## config.mk

```make
export PLATFORM = sky130hd
export DESIGN_NAME = cfg_timeout_tracker
export DESIGN_NICKNAME = d
export VERILOG_FILES = /design/src/rtl/cfg_timeout_pkg.sv /design/src/rtl/cfg_timeout_queue.sv /design/src/rtl/cfg_timeout_tracker.sv
export SDC_FILE = /design/constraint.sdc
export NUM_CORES = 1
export LEC_CHECK = 0
export ABC_AREA = 1
export CAP_MARGIN = 20
export CORE_MARGIN = 10
export CORE_UTILIZATION = 35
export CTS_CLUSTER_SIZE = 14
export DETAILED_ROUTE_END_ITERATION = 7
export HOLD_SLACK_MARGIN = 0.03
export PLACE_DENSITY = 0.57
export REMOVE_ABC_BUFFERS = 1
export SLEW_MARGIN = 5
export SYNTH_ARGS = -nofsm -noshare
export SYNTH_HDL_FRONTEND = slang
export SYNTH_SLANG_ARGS = --single-unit
```

## constraint.sdc

```tcl
create_clock -name clk_i -period 6.4 [get_ports clk_i]
set_input_delay 1.28 -clock clk_i [delete_from_list [all_inputs] [get_ports clk_i]]
set_output_delay 1.28 -clock clk_i [all_outputs]
set_load 0.1 [all_outputs]
```

## src/rtl/cfg_timeout_pkg.sv

```systemverilog
// Shared CSR map, synthetic-error constants and the tracked-entry record
// for the config-space timeout tracker.
package cfg_timeout_pkg;

  localparam int unsigned CSR_CTRL      = 0;
  localparam int unsigned CSR_TIMEOUT   = 1;
  localparam int unsigned CSR_STATUS    = 2;
  localparam int unsigned CSR_TO_COUNT  = 3;
  localparam int unsigned CSR_LAST_ADDR = 4;
  localparam int unsigned CSR_FF_COUNT  = 5;

  localparam int unsigned STATUS_MISMATCH_BIT = 18;

  localparam logic [31:0] ERR_READDATA = 32'hFFFF_FFFF;
  localparam logic [1:0]  ERR_RESP     = 2'b10;

  // Fields sized for the widest supported address/timer; the top zero-extends.
  typedef struct packed {
    logic        is_write;
    logic        is_local;
    logic [31:0] ts;
    logic [31:0] addr;
  } entry_t;

endpackage

```

## src/rtl/cfg_timeout_queue.sv

```systemverilog
// In-order circular buffer of outstanding transactions with head/tail
// pointers and an occupancy count.
module cfg_timeout_queue
  import cfg_timeout_pkg::*;
#(
  parameter int unsigned DEPTH = 4
) (
  input  logic                       clk_i,
  input  logic                       rst_i,
  input  logic                       push_i,
  input  entry_t                     push_entry_i,
  input  logic                       pop_i,
  output entry_t                     head_o,
  output logic [$clog2(DEPTH):0]     count_o,
  output logic                       full_o,
  output logic                       empty_o
);

  localparam int unsigned PTR_W = $clog2(DEPTH);
  localparam int unsigned CNT_W = PTR_W + 1;

  entry_t             mem_q [DEPTH];
  entry_t             mem_d [DEPTH];
  logic [PTR_W-1:0]   head_q, head_d;
  logic [PTR_W-1:0]   tail_q, tail_d;
  logic [CNT_W-1:0]   count_q, count_d;
  logic               do_push, do_pop;

  always_comb begin
    full_o  = (count_q == CNT_W'(DEPTH));
    empty_o = (count_q == '0);
    head_o  = mem_q[head_q];
    count_o = count_q;

    do_push = push_i & ~full_o;
    do_pop  = pop_i & ~empty_o;

    mem_d   = mem_q;
    head_d  = head_q;
    tail_d  = tail_q;
    count_d = count_q;

    if (do_push) begin
      mem_d[tail_q] = push_entry_i;
      tail_d        = tail_q + PTR_W'(1);
    end
    if (do_pop) begin
      head_d = head_q + PTR_W'(1);
    end
    if (do_push && !do_pop) begin
      count_d = count_q + CNT_W'(1);
    end else if (do_pop && !do_push) begin
      count_d = count_q - CNT_W'(1);
    end
  end

  always_ff @(posedge clk_i) begin
    if (rst_i) begin
      for (int unsigned i = 0; i < DEPTH; i++) begin
        mem_q[i] <= '0;
      end
      head_q  <= '0;
      tail_q  <= '0;
      count_q <= '0;
    end else begin
      mem_q   <= mem_d;
      head_q  <= head_d;
      tail_q  <= tail_d;
      count_q <= count_d;
    end
  end

endmodule

```

## src/rtl/cfg_timeout_tracker.sv

```systemverilog
// Config-space pass-through that tracks outstanding requests, synthesises
// error completions on timeout, drops orphaned responses and fast-fails on link-down.
module cfg_timeout_tracker
  import cfg_timeout_pkg::*;
#(
  parameter int unsigned          ADDR_WIDTH        = 14,
  parameter int unsigned          DATA_WIDTH        = 32,
  parameter int unsigned          CSR_ADDR_WIDTH    = 8,
  parameter int unsigned          MAX_OUTSTANDING   = 4,
  parameter int unsigned          TIMER_WIDTH       = 24,
  parameter logic [TIMER_WIDTH-1:0] DEFAULT_TIMEOUT = 24'd1000000,
  parameter int unsigned          LTSSM_STATE_WIDTH = 6
) (
  input  logic                          clk_i,
  input  logic                          rst_i,
  input  logic [ADDR_WIDTH-1:0]         hps_address_i,
  input  logic [DATA_WIDTH-1:0]         hps_writedata_i,
  input  logic [DATA_WIDTH/8-1:0]       hps_byteenable_i,
  input  logic                          hps_read_i,
  input  logic                          hps_write_i,
  output logic                          hps_waitrequest_o,
  output logic                          hps_readdatavalid_o,
  output logic                          hps_writerespvalid_o,
  output logic [DATA_WIDTH-1:0]         hps_readdata_o,
  output logic [1:0]                    hps_resp_o,
  output logic [ADDR_WIDTH-1:0]         cs_address_o,
  output logic [DATA_WIDTH-1:0]         cs_writedata_o,
  output logic [DATA_WIDTH/8-1:0]       cs_byteenable_o,
  output logic                          cs_read_o,
  output logic                          cs_write_o,
  input  logic                          cs_waitrequest_i,
  input  logic                          cs_readdatavalid_i,
  input  logic                          cs_writerespvalid_i,
  input  logic [DATA_WIDTH-1:0]         cs_readdata_i,
  input  logic [1:0]                    cs_resp_i,
  input  logic [CSR_ADDR_WIDTH-1:0]     csr_address_i,
  input  logic                          csr_read_i,
  input  logic                          csr_write_i,
  input  logic [31:0]                   csr_writedata_i,
  output logic [31:0]                   csr_readdata_o,
  output logic                          csr_readdatavalid_o,
  input  logic                          hip_status_linkup,
  input  logic [LTSSM_STATE_WIDTH-1:0]  hip_status_ltssm_state
);

  localparam int unsigned CNT_W       = $clog2(MAX_OUTSTANDING) + 1;
  localparam int unsigned MAX_ORPHANS = 2 * MAX_OUTSTANDING - 1;

  entry_t                 q_head, push_entry;
  logic [CNT_W-1:0]       q_count;
  logic                   q_full, q_empty;

  logic [TIMER_WIDTH-1:0] now_q, now_d;
  logic                   en_q, en_d;
  logic                   ff_en_q, ff_en_d;
  logic [TIMER_WIDTH-1:0] timeout_q, timeout_d;
  logic                   mismatch_q, mismatch_d;
  logic [31:0]            to_count_q, to_count_d;
  logic [ADDR_WIDTH-1:0]  last_addr_q, last_addr_d;
  logic [31:0]            ff_count_q, ff_count_d;
  logic [7:0]             orphans_q, orphans_d;
  logic                   hps_rdv_q, hps_rdv_d;
  logic                   hps_wrv_q, hps_wrv_d;
  logic [DATA_WIDTH-1:0]  hps_rdata_q, hps_rdata_d;
  logic [1:0]             hps_resp_q, hps_resp_d;
  logic                   csr_rdv_q, csr_rdv_d;
  logic [31:0]            csr_rdata_q, csr_rdata_d;

  logic                   fast_fail, full, forward, accept;
  logic                   ip_resp, drop, fwd_resp, local_retire, timeout_hit, to_event, pop;
  logic [TIMER_WIDTH-1:0] elapsed;
  logic [31:0]            status;
  logic                   unused_bits;

  assign unused_bits = ^{csr_writedata_i, q_head.ts, q_head.addr, q_full};

  cfg_timeout_queue #(
    .DEPTH (MAX_OUTSTANDING)
  ) u_queue (
    .clk_i        (clk_i),
    .rst_i        (rst_i),
    .push_i       (accept),
    .push_entry_i (push_entry),
    .pop_i        (pop),
    .head_o       (q_head),
    .count_o      (q_count),
    .full_o       (q_full),
    .empty_o      (q_empty)
  );

  always_comb begin
    cs_address_o    = hps_address_i;
    cs_writedata_o  = hps_writedata_i;
    cs_byteenable_o = hps_byteenable_i;

    fast_fail = ff_en_q & ~hip_status_linkup;
    full      = (q_count == CNT_W'(MAX_OUTSTANDING)) | (orphans_q == 8'(MAX_ORPHANS));
    forward   = ~full & ~fast_fail;
    hps_waitrequest_o = fast_fail ? full : (cs_waitrequest_i | full);
    cs_read_o  = hps_read_i & forward;
    cs_write_o = hps_write_i & forward;
    accept     = (hps_read_i | hps_write_i) & ~hps_waitrequest_o;

    push_entry          = '0;
    push_entry.is_write = hps_write_i;
    push_entry.is_local = fast_fail;
    push_entry.ts       = 32'(now_q);
    push_entry.addr     = 32'(hps_address_i);

    // A forwarded IP response takes precedence over a same-cycle head timeout.
    elapsed      = now_q - q_head.ts[TIMER_WIDTH-1:0];
    ip_resp      = cs_readdatavalid_i | cs_writerespvalid_i;
    drop         = ip_resp & (orphans_q != '0);
    fwd_resp     = ip_resp & ~drop & ~q_empty & ~q_head.is_local;
    local_retire = ~q_empty & q_head.is_local;
    timeout_hit  = en_q & (timeout_q != '0) & ~q_empty & ~q_head.is_local &
                   (elapsed >= timeout_q);
    to_event     = timeout_hit & ~fwd_resp;
    pop          = fwd_resp | to_event | local_retire;

    now_d       = now_q + TIMER_WIDTH'(1);
    orphans_d   = orphans_q - 8'(drop) + 8'(to_event);
    last_addr_d = to_event ? q_head.addr[ADDR_WIDTH-1:0] : last_addr_q;

    hps_rdv_d   = 1'b0;
    hps_wrv_d   = 1'b0;
    hps_rdata_d = hps_rdata_q;
    hps_resp_d  = hps_resp_q;
    if (fwd_resp) begin
      hps_rdv_d   = cs_readdatavalid_i;
      hps_wrv_d   = cs_writerespvalid_i;
      hps_rdata_d = cs_readdata_i;
      hps_resp_d  = cs_resp_i;
    end else if (to_event || local_retire) begin
      hps_rdv_d   = ~q_head.is_write;
      hps_wrv_d   = q_head.is_write;
      hps_rdata_d = DATA_WIDTH'(ERR_READDATA);
      hps_resp_d  = ERR_RESP;
    end

    status = '0;
    status[7:0]   = 8'(q_count);
    status[15:8]  = orphans_q;
    status[16]    = hip_status_linkup;
    status[STATUS_MISMATCH_BIT] = mismatch_q;
    status[24 +: LTSSM_STATE_WIDTH] = hip_status_ltssm_state;

    en_d       = en_q;
    ff_en_d    = ff_en_q;
    timeout_d  = timeout_q;
    mismatch_d = mismatch_q;
    to_count_d = (to_event && to_count_q != '1) ? to_count_q + 32'd1 : to_count_q;
    ff_count_d = local_retire ? ff_count_q + 32'd1 : ff_count_q;

    // W1C is applied before the set so a same-cycle mismatch is never lost.
    if (csr_write_i) begin
      case (csr_address_i)
        CSR_ADDR_WIDTH'(CSR_CTRL): begin
          en_d    = csr_writedata_i[0];
          ff_en_d = csr_writedata_i[1];
        end
        CSR_ADDR_WIDTH'(CSR_TIMEOUT):  timeout_d  = csr_writedata_i[TIMER_WIDTH-1:0];
        CSR_ADDR_WIDTH'(CSR_STATUS):   if (csr_writedata_i[STATUS_MISMATCH_BIT]) mismatch_d = 1'b0;
        CSR_ADDR_WIDTH'(CSR_TO_COUNT): to_count_d = '0;
        CSR_ADDR_WIDTH'(CSR_FF_COUNT): ff_count_d = '0;
        default: ;
      endcase
    end
    if (ip_resp && !drop &&
        (q_empty || q_head.is_local || (q_head.is_write != cs_writerespvalid_i))) begin
      mismatch_d = 1'b1;
    end

    csr_rdv_d   = csr_read_i;
    csr_rdata_d = csr_rdata_q;
    if (csr_read_i) begin
      case (csr_address_i)
        CSR_ADDR_WIDTH'(CSR_CTRL):      csr_rdata_d = {30'd0, ff_en_q, en_q};
        CSR_ADDR_WIDTH'(CSR_TIMEOUT):   csr_rdata_d = 32'(timeout_q);
        CSR_ADDR_WIDTH'(CSR_STATUS):    csr_rdata_d = status;
        CSR_ADDR_WIDTH'(CSR_TO_COUNT):  csr_rdata_d = to_count_q;
        CSR_ADDR_WIDTH'(CSR_LAST_ADDR): csr_rdata_d = 32'(last_addr_q);
        CSR_ADDR_WIDTH'(CSR_FF_COUNT):  csr_rdata_d = ff_count_q;
        default:                        csr_rdata_d = '0;
      endcase
    end
  end

  always_ff @(posedge clk_i) begin
    if (rst_i) begin
      now_q       <= '0;
      en_q        <= 1'b1;
      ff_en_q     <= 1'b0;
      timeout_q   <= DEFAULT_TIMEOUT;
      mismatch_q  <= 1'b0;
      to_count_q  <= '0;
      last_addr_q <= '0;
      ff_count_q  <= '0;
      orphans_q   <= '0;
      hps_rdv_q   <= 1'b0;
      hps_wrv_q   <= 1'b0;
      hps_rdata_q <= '0;
      hps_resp_q  <= '0;
      csr_rdv_q   <= 1'b0;
      csr_rdata_q <= '0;
    end else begin
      now_q       <= now_d;
      en_q        <= en_d;
      ff_en_q     <= ff_en_d;
      timeout_q   <= timeout_d;
      mismatch_q  <= mismatch_d;
      to_count_q  <= to_count_d;
      last_addr_q <= last_addr_d;
      ff_count_q  <= ff_count_d;
      orphans_q   <= orphans_d;
      hps_rdv_q   <= hps_rdv_d;
      hps_wrv_q   <= hps_wrv_d;
      hps_rdata_q <= hps_rdata_d;
      hps_resp_q  <= hps_resp_d;
      csr_rdv_q   <= csr_rdv_d;
      csr_rdata_q <= csr_rdata_d;
    end
  end

  assign hps_readdatavalid_o  = hps_rdv_q;
  assign hps_writerespvalid_o = hps_wrv_q;
  assign hps_readdata_o       = hps_rdata_q;
  assign hps_resp_o           = hps_resp_q;
  assign csr_readdatavalid_o  = csr_rdv_q;
  assign csr_readdata_o       = csr_rdata_q;

endmodule

```

After elaboration in Yosys (flattened, before gate mapping)
Index checks and enable logic that the tools add are counted.

Bitwise operators: 35. Add/subtract/negate cells: 10. Multiplexer cells: 28. $lt $le $gt $ge: 4. Eq/ne operators: 9. Reduce and logical (&&, ||, !) cells: 24.

Operators by type and width (number): $bwmux W264 (1); $mux W32 (8); $mux W66 (3); $pmux W32 S6 (1); $bmux W66 S2 (1); $demux W66 S2 (1); $add A32 B1 Y32 const B (2); $ne A32 B32 Y1 const B (1); $add A24 B1 Y24 const B (1); $eq A8 B3 Y1 const B (3); $ge A24 B24 Y1 (1); $reduce_bool A24 Y1 (1); $sub A24 B24 Y24 (1); $and A1 B1 Y1 (17); $eq A8 B2 Y1 const B (2); $not A1 Y1 (10); $reduce_bool A2 Y1 (5); $mux W1 (9); $add A8 B1 Y8 (1); $eq A8 B1 Y1 const B (1); $logic_not A8 Y1 (1); $reduce_bool A8 Y1 (1); $sub A8 B1 Y8 (1); $ge A3 B3 Y1 const B (2); other kinds (16) (35).

Logic and storage cells: 144. Output and inout port bits: 122. Flip-flop bits (word level): 477. Input port bits: 140.

Longest topological paths before layout
Depth after elaboration: 14. Depth in mapped cells: 40. Depth with buffers taken out: 37.

By module
From an unflattened synthesis, not the netlist that was laid out.

Cell total of the unflattened synthesis: 4319. Area total of the unflattened synthesis: 27450.1 um2.

Modules (own cells, without submodules): cfg_timeout_queue (seq. area each 5425.2 um2, instances 1, cells an instance 2492, area an instance 15090.7 um2); cfg_timeout_tracker (seq. area each 4124.0 um2, instances 1, cells an instance 1827, area an instance 12359.4 um2).

Least setup slack after synthesis
Ideal clock, no wire load.

Path type: flip-flop to flip-flop. Start point: reg u_queue.head_q[0]. End point: reg orphans_q[6]. Required time: 6.281 ns. Data arrival time: 5.485 ns. Setup time: 0.119 ns. Clock period less this slack: 5.605 ns. Buffers on the path: 4. Stages on the path, launching flop included: 36. Setup slack: 0.795 ns. Cells stage by stage: dfxtp_1 -> clkbuf_1 -> clkbuf_1 -> buf_2 -> nand2_1 -> a32o_1 -> ha_1 -> a21oi_1 -> nand2_1 -> a21oi_1 -> o21ai_0 -> nand3_1 -> nand3_1 -> xor2_1 -> ha_1 -> nand2_1 -> nor2_1 -> nand3_1 -> nor2_1 -> nand2_1 -> a21oi_2 -> nand2_1 -> buf_2 -> ha_1 -> inv_1 -> ha_1 -> fa_1 -> nand2_1 -> inv_1 -> nor2_1 -> nor2_1 -> nor2_1 -> o21ai_0 -> a21o_1 -> o21ai_0 -> a21oi_1.

Word-level cells in the longest chain between the ends: 9. Elaborated cells on any way between the ends: 13. Classes of those cells: add/sub: 2; order compare: 1; mux: 3; bitwise: 7.

Ends and longest elaborated chain: start, declared (line cfg_timeout_queue.sv:24) `logic [PTR_W-1:0] head_q, head_d;`; start signal, assigned (line cfg_timeout_queue.sv:62) `head_q <= '0;`; start signal, assigned (line cfg_timeout_queue.sv:67) `head_q <= head_d;`; $not A2 Y3 (not written as such) (*) (line cfg_timeout_queue.sv:32) `head_o = mem_q[head_q];`; $bmux W66 S2 (*) (line cfg_timeout_queue.sv:32); $mux W66 (not written as such) (*) (2 in a row) (line cfg_timeout_queue.sv:32); $sub A24 B24 Y24 / $not A1 Y1 (equally long branches) (line cfg_timeout_tracker.sv:111, cfg_timeout_tracker.sv:114, cfg_timeout_tracker.sv:116); $ge A24 B24 Y1 (tied with other cells) (line cfg_timeout_tracker.sv:117) `(elapsed >= timeout_q);`; $and A1 B1 Y1 / $not A1 Y1 (equally long branches) (line cfg_timeout_tracker.sv:116, cfg_timeout_tracker.sv:118); $and A1 B1 Y1 (*) (line cfg_timeout_tracker.sv:118) `to_event = timeout_hit & ~fwd_resp;`; $add A8 B1 Y8 (*) (line cfg_timeout_tracker.sv:122) `orphans_d = orphans_q - 8'(drop) + 8'(to_event);`; end signal, assigned (line cfg_timeout_tracker.sv:215) `orphans_q <= orphans_d;`; end, declared (line cfg_timeout_tracker.sv:61) `logic [7:0] orphans_q, orphans_d;`.

Every way passes the cells marked *; elsewhere a longest branch is shown, timed or not. The select of a mux whose other input is x is not followed. A chain may end at the register's enable or synchronous reset.

Worst setup path after layout
Ends and elaborated chain as after synthesis.

==> summary.md <==
| Metric | Value |
|---|---|
| Clock root cell | `clkbuf_16` |
| Antenna viol nets, final | `0` |
| Clk sinks | `373` |
| Post-CTS Hold Buffers | `0` |
| Clk_lat worst skew | `0.58 ns` |
| DRT iter0 DRCs | `1694` |
| Worst hold-check path type | `reg -> reg` |
| Mapped Area | `19900 sq um` |
| WS Path Type | `reg -> reg` |
| RSZ-0062 raised after global routing | `no` |
| Worst hold path endpoint | `hps_readdata_o[27]` |
| Initial antenna violation count | `0` |
| Reg2Reg Setup Slack | `0.58 ns` |
| Hpwl dp | `47500 microns` |
| Highest routed layer | `met5` |
| Hold Fails Final Rpt | `0` |
| Syn avg cell area | `6.93 sq um` |
| DR WL/cell | `18.3 microns` |
| Post-CTS setup buffer count | `0` |
| Area contributors post-synth | `dfxtp_1 38%, nor2_1 9.4%, nand2_1 8.8%` |
| Antenna cell count | `0` |
| Ratio of cells with drive above 1 in the final layout | `5.10%` |
| Logic pwr share | `47.1%` |
| H-Tree Depth | `2` |
| Initial core utilization | `35.3%` |
| Vias post-DR | `19277` |
| Dpl cells | `3636` |
| Worst EP arrival | `6.29 ns` |
| Metal-1 WL | `30900 microns` |
| Hold Crit Start | `hps_readdata_o[27]` |
| PD cells | `446 nW/um^2` |
| Fmax | `172 MHz` |
| Ports | `262` |
| Met2 wire length | `30800 microns` |
| Worst setup SP type | `register` |
| Max_cap viols | `0` |
| CTS max path bufs | `3` |
| Gr ovfl total | `0` |
| Critical Path RT | `6.87 ns` |
| Final period utilization | `91.0%` |
| Seq/Total Area, Yosys | `37.5%` |
| Worst R2R Start | `u_queue.head_q[0]` |
| Resize count post-CTS | `0` |
| Primary FF master, synth | `dfxtp_1` |
| Fin cells | `3715` |
| Global-route wire length before repair | `105000 microns` |
| Fin Clk Skew | `0.0259 ns` |
| FILL cells | `5952` |
| Synth top cells by count | `498 x nor2_1, 468 x nand2_1, 373 x dfxtp_1` |
| Cell variety after synth | `49` |
| # port buffers | `181` |
| Slew margin rel. | `30.0%` |
| Tightest Pin Transition | `1.05 ns` |
| Final min period | `5.82 ns` |
| Initial DRT Pass Iterations | `5` |
| Core ar. | `56400 sq um` |
| Post-synth EDFFs | `0` |
| Internal | `5770 uW` |
| Asr flop ratio synth | `0%` |
| Status | `finished clean` |
| Largest net degree at the start of global routing | `106` |
| Row cnt | `87` |
| Vias/cell | `5.19` |
| Top cell type's share of synthesized area | `37.5%` |
| Synth Instances | `2873` |
| DIE AREA | `66800 sq um` |
| Post-Route WL | `68000 microns` |
| Final instance area | `23400 sq um` |
| CTS tree | `built` |
| Tot Pwr | `10400 uW` |
| Most common cell in the synthesized netlist | `nor2_1` |
| Pins Over Slew Limit | `0` |
| Die X | `258 microns` |
| CP endpoint kind | `register` |
| Drt drc | `0` |
| Maximum vdd drop | `0.290 mV` |
| Switching power | `4670 uW` |
| Routability cong. | `0.892` |
| Worst-path clk slew | `0.06 ns` |
| Gr usage total | `19.5%` |
| Area grow syn2layout | `17.4%` |
| Die H | `258 microns` |
| Final setup vio count | `0` |
| Slowest stage cell, crit path | `fa_1` |
| Total Nets Final | `3136` |
| WHS Path Cells | `2` |
| Clock power frac | `24.7%` |
| RR Endpoint | `orphans_q[6]` |
| Pleak | `0.00924 uW` |
| Sequential Power Share | `28.2%` |
| Crit-path max cell delay | `0.46 ns` |
| Num CTS Buffers | `44` |
| Worst Reg2Reg Path Length in Cells | `33` |
| Seq cells post-synth | `373` |
| Cell Area, Placed | `21900 sq um` |
| Synth area leader | `dfxtp_1` |
| Vias in the first global route | `18464` |
| Sw Share | `44.7%` |
| WL met3 | `4340 microns` |
| Worst Path Max Fanout | `69` |
| YS warnings | `0` |
## per-layer routing
| metal | up-vias | track usage [%] |
|---|---|---|
| li1 | 9556 | - |
| met1 | 9017 | 25.7 |
| met4 | 4 | 6.36 |
| met2 | 591 | 31.4 |
| met3 | 109 | 3.71 |
| met5 | - | 0.804 |
## power groups by stage
stage / combinational (uW) / clock [uW] / sequential (uW)
2_1_floorplan: 2760 / 0 / 3690
4_1_cts: 4930 / 2640 / 2940
5_1_grt: 5460 / 2730 / 2980
3_3_place_gp: 4820 / 0 / 2970
3_5_place_dp: 4910 / 0 / 2980
6_report: 4910 / 2570 / 2940
## critical path, delay by kind of cell, from the launching register on
| kind | cells | cell delay, ns |
|---|---|---|
| AO/OA/AOI/OAI | 8 | 1.46 |
| XOR/XNOR | 1 | 0.18 |
| adder cells (fa/ha/maj) | 6 | 1.82 |
| buffers and inverters | 6 | 0.62 |
| flip-flops | 1 | 0.37 |
| AND/OR/NAND/NOR | 12 | 1.28 |
## cells in the final DEF, fill, tap and decap left out, drive strengths merged, types with 9 or more instances in the layout
cell type / instances
xor2: 67
a21o: 10
nand4: 57
clkdlybuf4s50: 180
nor3b: 9
o21ai: 337
nor3: 45
dfxtp: 373
nor2: 512
ha: 67
o211ai: 16
inv: 246
o22ai: 35
nand2: 475
a21oi: 292
xnor2: 12
clkinv: 10
buf: 34
nand3: 47
a32o: 22
clkbuf: 65
## logic make-up after synthesis
family                     share of synthesized area (%)
DFF                                                 37.5
xor gates and xnor gates                            3.48
AOI/OAI and AO/OA                                   20.4
buffers and inverters                               10.1
and+or+nand+nor                                     24.1
adders and majority gates                           4.51
## sequential cells by signal, summed over array words and instances, names as in the netlist
name                  cells
hps_readdata_o           32
timeout_q                24
ff_count_q               32
last_addr_q              14
hps_resp_o                2
orphans_q                 8
en_q                      1
now_q                    24
u_queue.head_q            2
ff_en_q                   1
hps_readdatavalid_o       1
mismatch_q                1
u_queue.tail_q            2
hps_writerespvalid_o      1
to_count_q               32
u_queue.count_o           3
u_queue.mem_q           160
csr_readdata_o           32
csr_readdatavalid_o       1
## per-stage QoR
stage / TNS [ns] / hold slack (ns) / setup slack, ns / utilization, %
floorplan: -6.36 / 0.446 / -1.29 / -
detailed placement: 0 / 0.444 / 0.413 / 38.8
global placement: 0 / 0.445 / 0.384 / 38.8
CTS: 0 / 0.461 / 0.366 / 41.4
global route: 0 / 0.486 / 0.0224 / 41.5
finish: 0 / 0.459 / 0.577 / 41.5
## how the worst max path moves through the flow
| stage | start | endpoint | cells past startpoint |
|---|---|---|---|
| 5_1_grt | u_queue.head_q[0] | orphans_q[6] | 33 |
| 4_1_cts | u_queue.head_q[1] | orphans_q[6] | 35 |
| 6_report | u_queue.head_q[0] | orphans_q[6] | 33 |
| 3_5_place_dp | u_queue.head_q[1] | orphans_q[6] | 34 |
| 2_1_floorplan | u_queue.head_q[0] | orphans_q[6] | 32 |
| 3_3_place_gp | u_queue.head_q[1] | orphans_q[6] | 34 |
## layout make-up
cell class	instances	area, sq um	area share (%)
Sequential cell	373	7470	32.0
Clock buffer	65	1310	5.61
Inverter	246	931	3.98
Timing Repair Buffer	214	2090	8.96
Clock inverter	14	184	0.787
Multi-Input combinational cell	2047	10400	44.7
Tap cell	756	946	4.05
Power figures use the tool's default switching activity.
